**config.mk**
```make
export PLATFORM = sky130hd
export DESIGN_NAME = riscv_if_prefetch
export DESIGN_NICKNAME = d
export VERILOG_FILES = /design/src/rtl/riscv_mpsoc_pkg.sv /design/src/rtl/riscv_if_prefetch_ram.sv /design/src/rtl/riscv_if_prefetch.sv
export SDC_FILE = /design/constraint.sdc
export NUM_CORES = 1
export LEC_CHECK = 0
export CAP_MARGIN = 10
export CELL_PAD_IN_SITES_DETAIL_PLACEMENT = 1
export CELL_PAD_IN_SITES_GLOBAL_PLACEMENT = 1
export CORE_MARGIN = 4
export CORE_UTILIZATION = 45
export DETAILED_ROUTE_END_ITERATION = 16
export PLACE_DENSITY_LB_ADDON = 0.2
export SYNTH_ARGS = -nofsm -noshare
export SYNTH_HDL_FRONTEND = slang
export SYNTH_SLANG_ARGS = --single-unit
```
**constraint.sdc**
```tcl
create_clock -name clk -period 6.6 [get_ports clk]
set_input_delay 0.66 -clock clk [delete_from_list [all_inputs] [get_ports clk]]
set_output_delay 0.66 -clock clk [all_outputs]
set_load 0.02 [all_outputs]
```
**src/rtl/riscv_mpsoc_pkg.sv**
```systemverilog
// Shared types and constants for the MPSoC core, including the
// instruction prefetch buffer entry layout.
package riscv_mpsoc_pkg;

    localparam int PF_XLEN          = 64;
    localparam int PF_PARCEL_SIZE   = 32;
    localparam int PF_DEPTH_DEFAULT = 4;

    // addi x0, x0, 0
    localparam logic [31:0] INSTR_NOP = 32'h0000_0013;

    // One prefetch queue slot. The filled flag lives outside this struct
    // so a flush can clear every slot without touching the payload.
    typedef struct packed {
        logic [PF_PARCEL_SIZE-1:0] parcel;
        logic [PF_XLEN-1:0]        pc;
        logic                      misaligned;
        logic                      fault;
    } pf_entry_t;

endpackage

```
**src/rtl/riscv_if_prefetch_ram.sv**
```systemverilog
// Prefetch queue storage: request-time fields are written by the alloc
// port, response-time fields by the fill port, and the head is read async.
module riscv_if_prefetch_ram
    import riscv_mpsoc_pkg::*;
#(
    parameter int DEPTH = PF_DEPTH_DEFAULT,
    parameter int AW    = $clog2(DEPTH)
) (
    input  logic                      clk,
    input  logic                      rstn,
    input  logic                      alloc_we,
    input  logic [AW-1:0]             alloc_idx,
    input  logic [PF_XLEN-1:0]        alloc_pc,
    input  logic                      alloc_misaligned,
    input  logic                      fill_we,
    input  logic [AW-1:0]             fill_idx,
    input  logic [PF_PARCEL_SIZE-1:0] fill_parcel,
    input  logic                      fill_fault,
    input  logic [AW-1:0]             rd_idx,
    output pf_entry_t                 rd_entry
);

    pf_entry_t mem_q [DEPTH];
    pf_entry_t mem_d [DEPTH];

    // Alloc and fill never target the same slot, and touch disjoint fields anyway.
    always_comb begin
        mem_d = mem_q;
        if (alloc_we) begin
            mem_d[alloc_idx].pc         = alloc_pc;
            mem_d[alloc_idx].misaligned = alloc_misaligned;
        end
        if (fill_we) begin
            mem_d[fill_idx].parcel = fill_parcel;
            mem_d[fill_idx].fault  = fill_fault;
        end
    end

    // Storage register.
    always_ff @(posedge clk or negedge rstn) begin
        if (!rstn) begin
            for (int i = 0; i < DEPTH; i++) mem_q[i] <= '0;
        end else begin
            mem_q <= mem_d;
        end
    end

    assign rd_entry = mem_q[rd_idx];

endmodule

```
**src/rtl/riscv_if_prefetch.sv**
```systemverilog
// Instruction parcel prefetch buffer: issues in-order fetches at the
// fetch stage's next PC, queues tagged responses and discards stale
// responses that were in flight when the fetch stream was redirected.
module riscv_if_prefetch
    import riscv_mpsoc_pkg::*;
#(
    parameter int XLEN        = PF_XLEN,
    parameter int PARCEL_SIZE = PF_PARCEL_SIZE,
    parameter int DEPTH       = PF_DEPTH_DEFAULT
) (
    input  logic                     clk,
    input  logic                     rstn,
    input  logic [XLEN-1:0]          if_nxt_pc,
    input  logic                     if_stall,
    input  logic                     if_flush,
    output logic                     if_stall_nxt_pc,
    output logic [PARCEL_SIZE-1:0]   if_parcel,
    output logic [XLEN-1:0]          if_parcel_pc,
    output logic [PARCEL_SIZE/16-1:0] if_parcel_valid,
    output logic                     if_parcel_misaligned,
    output logic                     if_parcel_page_fault,
    output logic                     mem_req,
    output logic [XLEN-1:0]          mem_adr,
    input  logic                     mem_ack,
    input  logic                     mem_rvalid,
    input  logic [PARCEL_SIZE-1:0]   mem_rdata,
    input  logic                     mem_err
);

    localparam int AW = $clog2(DEPTH);
    localparam int PW = AW + 1;

    // The entry struct is sized by the package, so the widths must agree.
    if (XLEN != PF_XLEN || PARCEL_SIZE != PF_PARCEL_SIZE ||
        DEPTH < 2 || (DEPTH & (DEPTH - 1)) != 0) begin : g_param_chk
        $error("riscv_if_prefetch: unsupported parameter set");
    end

    logic [PW-1:0]    alloc_ptr_q, alloc_ptr_d;
    logic [PW-1:0]    fill_ptr_q,  fill_ptr_d;
    logic [PW-1:0]    rd_ptr_q,    rd_ptr_d;
    logic [PW-1:0]    discard_cnt_q, discard_cnt_d;
    logic [DEPTH-1:0] filled_q,    filled_d;

    logic [PW-1:0]    occupancy, inflight;
    logic [PW:0]      budget;
    logic             issue, resp_drop, resp_fill, head_ok, pop;
    logic [AW-1:0]    alloc_idx, fill_idx, head_idx;
    pf_entry_t        head;

    assign occupancy = alloc_ptr_q - rd_ptr_q;
    assign inflight  = alloc_ptr_q - fill_ptr_q;
    assign alloc_idx = alloc_ptr_q[AW-1:0];
    assign fill_idx  = fill_ptr_q[AW-1:0];
    assign head_idx  = rd_ptr_q[AW-1:0];

    // Slots still owed to stale responses count against capacity, so a
    // discarded response can never land on a freshly allocated slot.
    assign budget    = {1'b0, occupancy} + {1'b0, discard_cnt_q};
    assign mem_req   = rstn & ~if_flush & (budget < (PW+1)'(DEPTH));
    assign mem_adr   = {if_nxt_pc[XLEN-1:2], 2'b00};
    assign issue     = mem_req & mem_ack;
    assign if_stall_nxt_pc = ~issue;

    assign resp_drop = mem_rvalid & (discard_cnt_q != '0);
    assign resp_fill = mem_rvalid & (discard_cnt_q == '0);

    assign head_ok   = (occupancy != '0) & filled_q[head_idx] & ~if_flush;
    assign pop       = head_ok & ~if_stall;

    // Pointer, filled-bit and discard bookkeeping; a flush overrides everything.
    always_comb begin
        alloc_ptr_d   = alloc_ptr_q;
        fill_ptr_d    = fill_ptr_q;
        rd_ptr_d      = rd_ptr_q;
        discard_cnt_d = discard_cnt_q;
        filled_d      = filled_q;
        if (if_flush) begin
            alloc_ptr_d   = '0;
            fill_ptr_d    = '0;
            rd_ptr_d      = '0;
            filled_d      = '0;
            // Everything still outstanding becomes stale, minus the one
            // response (stale or not) consumed this cycle.
            discard_cnt_d = discard_cnt_q + inflight - PW'(mem_rvalid);
        end else begin
            if (issue) begin
                alloc_ptr_d         = alloc_ptr_q + 1'b1;
                filled_d[alloc_idx] = 1'b0;
            end
            if (resp_drop) begin
                discard_cnt_d = discard_cnt_q - 1'b1;
            end
            if (resp_fill) begin
                filled_d[fill_idx] = 1'b1;
                fill_ptr_d         = fill_ptr_q + 1'b1;
            end
            if (pop) begin
                rd_ptr_d = rd_ptr_q + 1'b1;
            end
        end
    end

    // Control state register.
    always_ff @(posedge clk or negedge rstn) begin
        if (!rstn) begin
            alloc_ptr_q   <= '0;
            fill_ptr_q    <= '0;
            rd_ptr_q      <= '0;
            discard_cnt_q <= '0;
            filled_q      <= '0;
        end else begin
            alloc_ptr_q   <= alloc_ptr_d;
            fill_ptr_q    <= fill_ptr_d;
            rd_ptr_q      <= rd_ptr_d;
            discard_cnt_q <= discard_cnt_d;
            filled_q      <= filled_d;
        end
    end

    riscv_if_prefetch_ram #(
        .DEPTH (DEPTH),
        .AW    (AW)
    ) u_ram (
        .clk              (clk),
        .rstn             (rstn),
        .alloc_we         (issue),
        .alloc_idx        (alloc_idx),
        .alloc_pc         (if_nxt_pc),
        .alloc_misaligned (|if_nxt_pc[1:0]),
        .fill_we          (resp_fill & ~if_flush),
        .fill_idx         (fill_idx),
        .fill_parcel      (mem_rdata),
        .fill_fault       (mem_err),
        .rd_idx           (head_idx),
        .rd_entry         (head)
    );

    assign if_parcel_valid      = head_ok ? '1 : '0;
    assign if_parcel            = head_ok ? head.parcel : PARCEL_SIZE'(INSTR_NOP);
    assign if_parcel_pc         = head_ok ? head.pc : '0;
    assign if_parcel_misaligned = head_ok & head.misaligned;
    assign if_parcel_page_fault = head_ok & head.fault;

    // Responses must belong to an outstanding or discarded request.
    a_resp_expected: assert property (@(posedge clk) disable iff (!rstn)
        mem_rvalid |-> (inflight != '0 || discard_cnt_q != '0));

endmodule

```
Word level (Yosys, flattened, before mapping)
Cells that the tools add are included.

storage, ports and cells
  RAM bits = 0
  register bits after elaboration = 408
  logic and storage cells = 111
  latch bits = 0
  memories = 0
  ROM bits = 0

cells by class
  $add $sub $neg = 9
  multiplexer cells = 38
  divide/modulo/power cells = 0
  bitwise operators = 20
  magnitude comparators = 11
  reduce and logical (&&, ||, !) cells = 12
  equal/unequal tests = 0
  multipliers = 0
  shift-type cells = 0

operator list
  operator                                                           count
  bitwise mux 392 bit                                                4
  demux 98 bit (select 2 bit)                                        4
  two-way mux 392 bit                                                2
  two-way mux 98 bit                                                 3
  binary-select mux 98 bit (select 2 bit)                            1
  two-way mux 66 bit                                                 1
  two-way mux 64 bit                                                 1
  two-way mux 32 bit                                                 1
  two-way mux 3 bit                                                  8
  two-way mux 4 bit                                                  4
  bitwise AND 1 bit                                                  11
  adder 3 x 1 -> 3 bit, second input constant                        3
  greater-or-equal comparator 3 bit, second input constant           3
  less-than comparator 2 x 3 -> 1 bit, second input constant         3
  NOT 2 -> 3 bit                                                     3
  nonzero test 2 bit                                                 4
  less-than comparator 3 x 1 -> 1 bit, second input constant         2
  nonzero test 3 bit                                                 2
  subtractor 3 bit                                                   2
  adder 3 x 3 -> 4 bit                                               1
  bitwise AND 4 bit                                                  1
  demux 1 bit (select 2 bit)                                         2
  greater-or-equal comparator 2 x 1 -> 1 bit, second input constant  2
  logical AND 1 bit                                                  4
  12 further kinds                                                   18

Logic depth before layout (Yosys ltp)
Gate-level depths: netlist of run 1.

  depth in word-level cells = 11
  depth in mapped cells = 13
  mapped depth without buffers = 12

Hierarchy
From an unflattened synthesis of run 1, not the netlist that was laid out.

second synthesis, totals
  cells, all modules = 1242
  area, all modules = 19322.3 um^2

by module, submodules not included
  module                 area an instance (um^2)  times used  cells each  seq. area each (um^2)
  riscv_if_prefetch_ram  16956.3                  1           952         9809.4
  riscv_if_prefetch      2366.0                   1           290         400.4

Worst setup path after synthesis of run 1
No wires, ideal clock.

  kind = register to output
  start point = reg alloc_ptr_q[0]
  end point = out if_parcel_pc[47]
  buffers on the path = 3
  cell stages (with the launch flop) = 12
  path slack = 3.525 ns
  data arrival time = 2.415 ns
  path through = dfrtp_1 inv_1 ha_1 inv_1 fa_1 xnor3_1 nor3b_2 or4_1 buf_2 buf_6 buf_6 nor2b_2

between the ends
  longest elaborated chain between the ends = 5

RTL lines
  element                          line                      text
  start, declared                  riscv_if_prefetch.sv:39   logic [PW-1:0] alloc_ptr_q, alloc_ptr_d;
  start signal, assigned           riscv_if_prefetch.sv:113  alloc_ptr_q <= alloc_ptr_d;
  subtractor 3 bit                 riscv_if_prefetch.sv:51   assign occupancy = alloc_ptr_q - rd_ptr_q;
  nonzero test 3 bit               riscv_if_prefetch.sv:68   assign head_ok = (occupancy != '0) & filled_q[head_idx] & ~if_flush;
  bitwise AND 1 bit (2 in series)  riscv_if_prefetch.sv:68
  two-way mux 64 bit               riscv_if_prefetch.sv:141  assign if_parcel_pc = head_ok ? head.pc : '0;
  end, declared                    riscv_if_prefetch.sv:18   output logic [XLEN-1:0] if_parcel_pc,

No other way between the ends.

Worst setup path after layout of run 1
  start point = reg rd_ptr_q[0]
  end point = out if_parcel[17]

between the ends
  longest elaborated chain between the ends = 5
  elaborated cells between the ends (all ways) = 11
  those cells by class = add/sub: 1; mux: 6; bitwise: 3; reduce/logical: 1

RTL lines
  element                                                                line                                                  text
  start, declared                                                        riscv_if_prefetch.sv:41                               logic [PW-1:0] rd_ptr_q, rd_ptr_d;
  start signal, assigned                                                 riscv_if_prefetch.sv:115                              rd_ptr_q <= rd_ptr_d;
  subtractor 3 bit (tied with other cells)                               riscv_if_prefetch.sv:51
  nonzero test 3 bit (tied with other cells)                             riscv_if_prefetch.sv:68
  bitwise AND 1 bit or two-way mux 98 bit (tied branches) (2 in series)  riscv_if_prefetch.sv:68, riscv_if_prefetch_ram.sv:48
  two-way mux 32 bit *                                                   riscv_if_prefetch.sv:140                              assign if_parcel = head_ok ? head.parcel : PARCEL_SIZE'(INSTR_NOP);
  end, declared                                                          riscv_if_prefetch.sv:17                               output logic [PARCEL_SIZE-1:0] if_parcel,

Mark *: on every way between the ends. The rest lies on a longest branch, timed or not. The select of a mux whose other input is x is not followed.

==> impl_metrics.json, run 1 <==
{
  "path_clk_slew_ns": 0.06,
  "met3_length_um": 1720,
  "grt_pass1_wl_um": 71900,
  "wl_um": 44400,
  "yosys_warnings": 0,
  "drt-wirelength-per-cell_um": 22.1,
  "route.top_layer_used": "met5",
  "io_buffers": 266,
  "grt_antenna_before_repair": 5,
  "tightest_slew_ns": 1.09,
  "clockBufferDepth": 3,
  "vias": 10900,
  "async_flop_share_pct": 100,
  "max-slew-margin-rel_pct": 27.6,
  "cts_tree": "done",
  "viasPerCell": 5.45,
  "min_period_ns": 5.30,
  "synth.largest_area_cell": "dfrtp_1",
  "ff_latch_area_mm2": 0.0102,
  "synth-main-ff-cell": "dfrtp_1",
  "yosysTopAreaCellShare_pct": 53.1,
  "synth_area_mm2": 0.0192,
  "place_congestion": 0.709,
  "grt_pass1_vias": 12300,
  "hpwlAfterDp_um": 27800,
  "ys_seq_area_share_pct": 53.1,
  "drc": 0,
  "num_rows": 75,
  "cp_max_fo": 75,
  "numCtsBuffers": 45,
  "dieHeight_um": 215,
  "synth.distinct_cells": 38,
  "finalSetupViolCount": 0,
  "drtIter0Drc": 460,
  "drtPass1Iterations": 5,
  "endpoint_kind": "primary output",
  "rsz0062_at_grt": "no",
  "netlist_top_cells_area": "dfrtp_1 (53%), mux2_2 (23%), mux4_2 (11%)",
  "drive_gt1_share_pct": 40.7,
  "top_level_ports": 269,
  "peakVddDrop_mv": 0.157,
  "finalCritPeriodShare_pct": 80.2,
  "hp-class": "reg2reg",
  "synth-edff-count": 0,
  "fmax_ghz": 0.189,
  "critPathKind": "reg2out",
  "dr_wl_met2_um": 22200,
  "finalPower_mw": 7.00,
  "p_leak_nw": 10.5,
  "track_usage_pct": 19.4,
  "core_area_mm2": 0.0421,
  "crit_path_start_kind": "flop",
  "layout_commonest_cell": "dfrtp_1",
  "arrival_ns": 4.64,
  "synth_area_per_cell_um2": 15.5,
  "status": "finished clean",
  "drv_slew": 0,
  "nNetsFinal": 1559,
  "grt_start_max_net_pins": 87,
  "required_ns": 5.94,
  "fin_tns_setup_ns": 0,
  "met1_length_um": 19600,
  "clock-sinks": 408,
  "htree_levels": 2,
  "multiInputGateArea_mm2": 0.00805,
  "hold_viol_final": 0,
  "dieArea_mm2": 0.0461,
  "nFillCells": 3944,
  "synthToLayoutAreaGrowth_pct": 20.8,
  "start_util_pct": 45.7,
  "chipWidth_um": 215,
  "power_density_mw_per_mm2": 301,
  "clk-insertion-delay-late_ns": 0.57,
  "layout_common_cells": "dfrtp_1 (406), mux2_2 (391), clkdlybuf4s50_1 (265)",
  "clock-root-buffer": "clkbuf_16",
  "syn-instance-count": 1245,
  "ys_ff_latch": 408,
  "drv_cap": 0,
  "grt_overflow": 0,
  "clock_skew_ns": 0.0122,
  "detail-route-antenna-nets": 0,
  "hold_slack_ns": 0.495
}
==> cell type report <==
type	instances	area share, %
inverters	18	0.291
well taps	539	2.90
clock inverters	13	0.441
repair buffers	285	12.1
flip-flops and latches	408	44.0
clock buffers	66	5.66
diodes	2	0.0215
multi-input cells	678	34.6
==> sequential cells by signal, summed over array words and instances (netlist names) <==
register,count
u_ram.mem_q,392
rd_ptr_q,3
fill_ptr_q,3
alloc_ptr_q,3
filled_q,4
discard_cnt_q,3
==> Yosys cell counts (10+ instances only) <==
cell / instances
mux2_2: 391
buf_2: 29
nor2b_1: 87
buf_1: 13
inv_1: 18
clkbuf_1: 15
ha_1: 15
mux4_2: 98
buf_4: 70
nand2_1: 15
dfrtp_1: 408
nor2_1: 11
buf_6: 15
nor2b_2: 10
==> per-layer routing <==
metal  global-route usage [%]  vias up
met2                     32.6      202
met5                        0        -
li1                         -     4811
met4                     4.71        8
met3                     3.66       69
met1                     26.4     5852
==> critical path, cell delays in order (launching register included) <==
cell and delay, ns:
dfrtp_4 0.86, ha_1 0.26, inv_1 0.05, fa_1 0.37, xnor3_1 0.22, nor3b_2 0.33, or4_4 0.75, buf_4 0.42
nor2b_1 0.09, clkdlybuf4s50_1 0.56
==> per-stage QoR <==
stage / worst slack [ns] / utilization, % / instances / instance area [µm²]
finish: 1.30 / 55.2 / 2009 / 23200
global route: 0.946 / 55.2 / 2007 / 23200
CTS: 1.17 / 55.2 / 2007 / 23200
detailed placement: 1.79 / 51.8 / 1927 / 21800
global placement: 1.94 / 51.8 / 1927 / 21800
floorplan: 3.52 / - / 1246 / 19200
==> cells by family (layout without fill, tap and decap cells) <==
family / count (synthesis) / count (layout) / share of synthesized area, %
mux: 496 / 496 / 34.8
flops: 408 / 408 / 53.1
buf+inv: 160 / 382 / 5.26
simple gates: 137 / 137 / 4.37
fa+ha+maj: 20 / 20 / 1.50
compound gates: 14 / 14 / 0.540
xor+xnor: 9 / 9 / 0.481
other cells: 1 / 4 / 0.0195
==> where the power goes <==
group | total [mW] | switching [mW] | internal, mW
Sequential | 3.21 | 0.242 | 2.97
Clock | 2.42 | 1.01 | 1.42
Combinational | 1.36 | 0.496 | 0.868
Total | 7.00 | 1.75 | 5.26
==> path summary, 6_finish.rpt <==
| path | slack, ns | cells past startpoint | to | startpoint |
|---|---|---|---|---|
| worst max register to register | 2.24 | 10 | u_ram.mem_q[52] | rd_ptr_q[0] |
| worst min-delay path | 0.49 | 1 | u_ram.mem_q[198] | u_ram.mem_q[198] |
| worst max-delay path | 1.30 | 9 | if_parcel[17] | rd_ptr_q[0] |
| worst min register to register | 0.49 | 1 | u_ram.mem_q[198] | u_ram.mem_q[198] |
| min in group asynchronous | 0.60 | 2 | u_ram.mem_q[322] | rstn |
| max in group asynchronous | 3.77 | 4 | u_ram.mem_q[146] | rstn |
==> repair_timing <==
action,CTS,global route
hold endpoints to repair,5,0
buffers inserted,0,0
hold buffers,1,0
resized for setup,0,0
endpoints found under the setup margin,0,0
Note: power is estimated with default switching activity, not from simulation.
==> run 2, diff against run 1 <==
--- a/config.mk
+++ b/config.mk
@@ -9,7 +9,7 @@
 export CELL_PAD_IN_SITES_DETAIL_PLACEMENT = 1
 export CELL_PAD_IN_SITES_GLOBAL_PLACEMENT = 1
 export CORE_MARGIN = 4
-export CORE_UTILIZATION = 45
+export CORE_UTILIZATION = 42
 export DETAILED_ROUTE_END_ITERATION = 16
 export PLACE_DENSITY_LB_ADDON = 0.2
 export SYNTH_ARGS = -nofsm -noshare
==> constraint.sdc (replaced) <==
create_clock -name clk -period 4.6 [get_ports clk]
set_input_delay 0.46 -clock clk [delete_from_list [all_inputs] [get_ports clk]]
set_output_delay 0.46 -clock clk [all_outputs]
set_load 0.02 [all_outputs]
==> run 2 against run 1 <==
Largest cell class unchanged; highest routed layer unchanged; largest power group unchanged; count of clock-buffer cells in the layout increased by 2; sequential share of layout area is 0.39 points lower; final cell count grew 3.1%; combinational power rose by 40%; global-route usage down 1.2 points; routed wire length grew 0.31%; register-to-register slack worse by 1.4 ns.
==> impl_metrics.json, run 2 (same netlist as run 1, synthesis figures left out) <==
{
  "layout.cells.non_filler": 2071,
  "io_buffers": 266,
  "max-slew-margin-rel_pct": 30.7,
  "slowest_delay_ns": 0.67,
  "grt_pass1_vias": 12400,
  "reg2reg_slack_ns": 0.83,
  "fmax_ghz": 0.231,
  "path_buf_inv": 4,
  "clock_skew_ns": 0.0244,
  "path_clk_slew_ns": 0.06,
  "status": "finished clean",
  "hpwlAfterDp_um": 27800,
  "endpoint_kind": "primary output",
  "wl_um": 44600,
  "cp_max_fo": 26,
  "drt-wirelength-per-cell_um": 21.5,
  "dp_cells": 1990,
  "drive_gt1_share_pct": 40.8,
  "viasPerCell": 5.24,
  "crit_slowest_cell": "clkdlybuf4s50_1",
  "largest_reg_flops": 392,
  "top_regs": "u_ram.mem_q (392), filled_q (4)",
  "finalPower_mw": 10.0,
  "drv_slew": 0,
  "pre_cts_slack_ns": 0.786,
  "fin_ws_ns": 0.263,
  "synthToLayoutAreaGrowth_pct": 21.9,
  "grt_antenna_before_repair": 4,
  "regMostFlops": "u_ram.mem_q",
  "worstPathCellList": "inv_1, ha_1, inv_1, fa_1, xnor3_1, nor3b_2, or4_4, buf_4, nor2b_1, clkdlybuf4s50_1",
  "path_common_cell": "inv_1",
  "vias": 10900,
  "layout_common_cells": "dfrtp_1 (406), mux2_2 (391), clkdlybuf4s50_1 (265)",
  "finalSetupViolCount": 0,
  "top_level_ports": 269,
  "num_rows": 78,
  "detail-route-antenna-nets": 0,
  "core_area_mm2": 0.0453,
  "r2r-end": "u_ram.mem_q[63]",
  "required_ns": 4.14,
  "clockBufferDepth": 3,
  "peakVddDrop_mv": 0.259,
  "cp_top_family": "buffers and inverters",
  "cts_resized": 0,
  "crit_path_start_kind": "flop",
  "drtIter0Drc": 468,
  "drtPass1Iterations": 4,
  "layout_commonest_cell": "dfrtp_1",
  "r2r-start": "alloc_ptr_q[0]",
  "dieHeight_um": 222,
  "hold_viol_final": 0,
  "min_period_ns": 4.34,
  "dieArea_mm2": 0.0493,
  "clock-sinks": 408,
  "grt_start_max_net_pins": 150,
  "grt_overflow": 0,
  "clk-insertion-delay-late_ns": 0.56,
  "htree_levels": 2,
  "rsz0062_at_grt": "no",
  "reg2regPathDepth": 11,
  "drv_cap": 0,
  "finalCritPeriodShare_pct": 94.3,
  "power_density_mw_per_mm2": 427,
  "track_usage_pct": 18.2,
  "arrival_ns": 3.88,
  "chipWidth_um": 222,
  "p_leak_nw": 10.6,
  "clock-root-buffer": "clkbuf_16",
  "tightest_slew_ns": 1.04,
  "drc": 0,
  "start_util_pct": 42.5,
  "hp-class": "in2async",
  "crit_path_start": "alloc_ptr_q[0]",
  "critPathKind": "reg2out",
  "cts_setup_buffers": 0,
  "cts_tree": "done",
  "nNetsFinal": 1561,
  "nFillCells": 4368,
  "numCtsBuffers": 45,
  "place_congestion": 0.695,
  "fin_tns_setup_ns": 0,
  "grt_pass1_wl_um": 72000
}
run 2: routing by layer:
metal	global-route usage [%]	up-vias	part of all wire, %
met5	0	-	0.061
met3	3.73	49	4.2
li1	-	4818	-
met1	23.2	5799	42
met4	4.20	4	1.6
met2	32.1	180	52
run 2: worst max path at each step:
stage,end,depth (start not counted),slack (ns)
2_1_floorplan,u_ram.mem_q[198],13,1.66
3_3_place_gp,u_ram.mem_q[54],11,0.87
3_5_place_dp,u_ram.mem_q[63],11,0.79
4_1_cts,if_parcel[22],10,0.18
5_1_grt,if_parcel[22],10,0.02
6_report,if_parcel[22],10,0.26
run 2: metrics by stage:
step	cell area, µm²	utilization [%]	hold WS, ns
after floorplan	19200	-	0.164
after global placement	22000	48.6	0.416
after detailed placement	22000	48.6	0.419
after CTS	23400	51.8	0.418
after global routing	23400	51.8	0.452
final	23500	51.8	0.418
run 2: where the power goes:
part           total, mW  switching [mW]  internal (mW)
logic               1.91           0.663           1.25
clock network       3.50            1.43           2.07
registers           4.61           0.344           4.27
total               10.0            2.44           7.59
run 2: area by class of cell:
| class | count | area (µm²) | area share (%) |
|---|---|---|---|
| flip-flops and latches | 408 | 10200 | 43.6 |
| multi-input cells | 678 | 8050 | 34.3 |
| repair buffers | 287 | 2930 | 12.5 |
| clock buffers | 68 | 1350 | 5.77 |
| well taps | 600 | 751 | 3.20 |
| clock inverters | 10 | 82.6 | 0.352 |
| inverters | 18 | 67.6 | 0.288 |
| diodes | 2 | 5.00 | 0.0213 |
run 2: repair_timing:
| action | 4_1_cts | 5_1_grt |
|---|---|---|
| hold buffers | 1 | 0 |
| endpoints found under the hold margin | 52 | 0 |
| endpoints found under the setup margin | 0 | 0 |
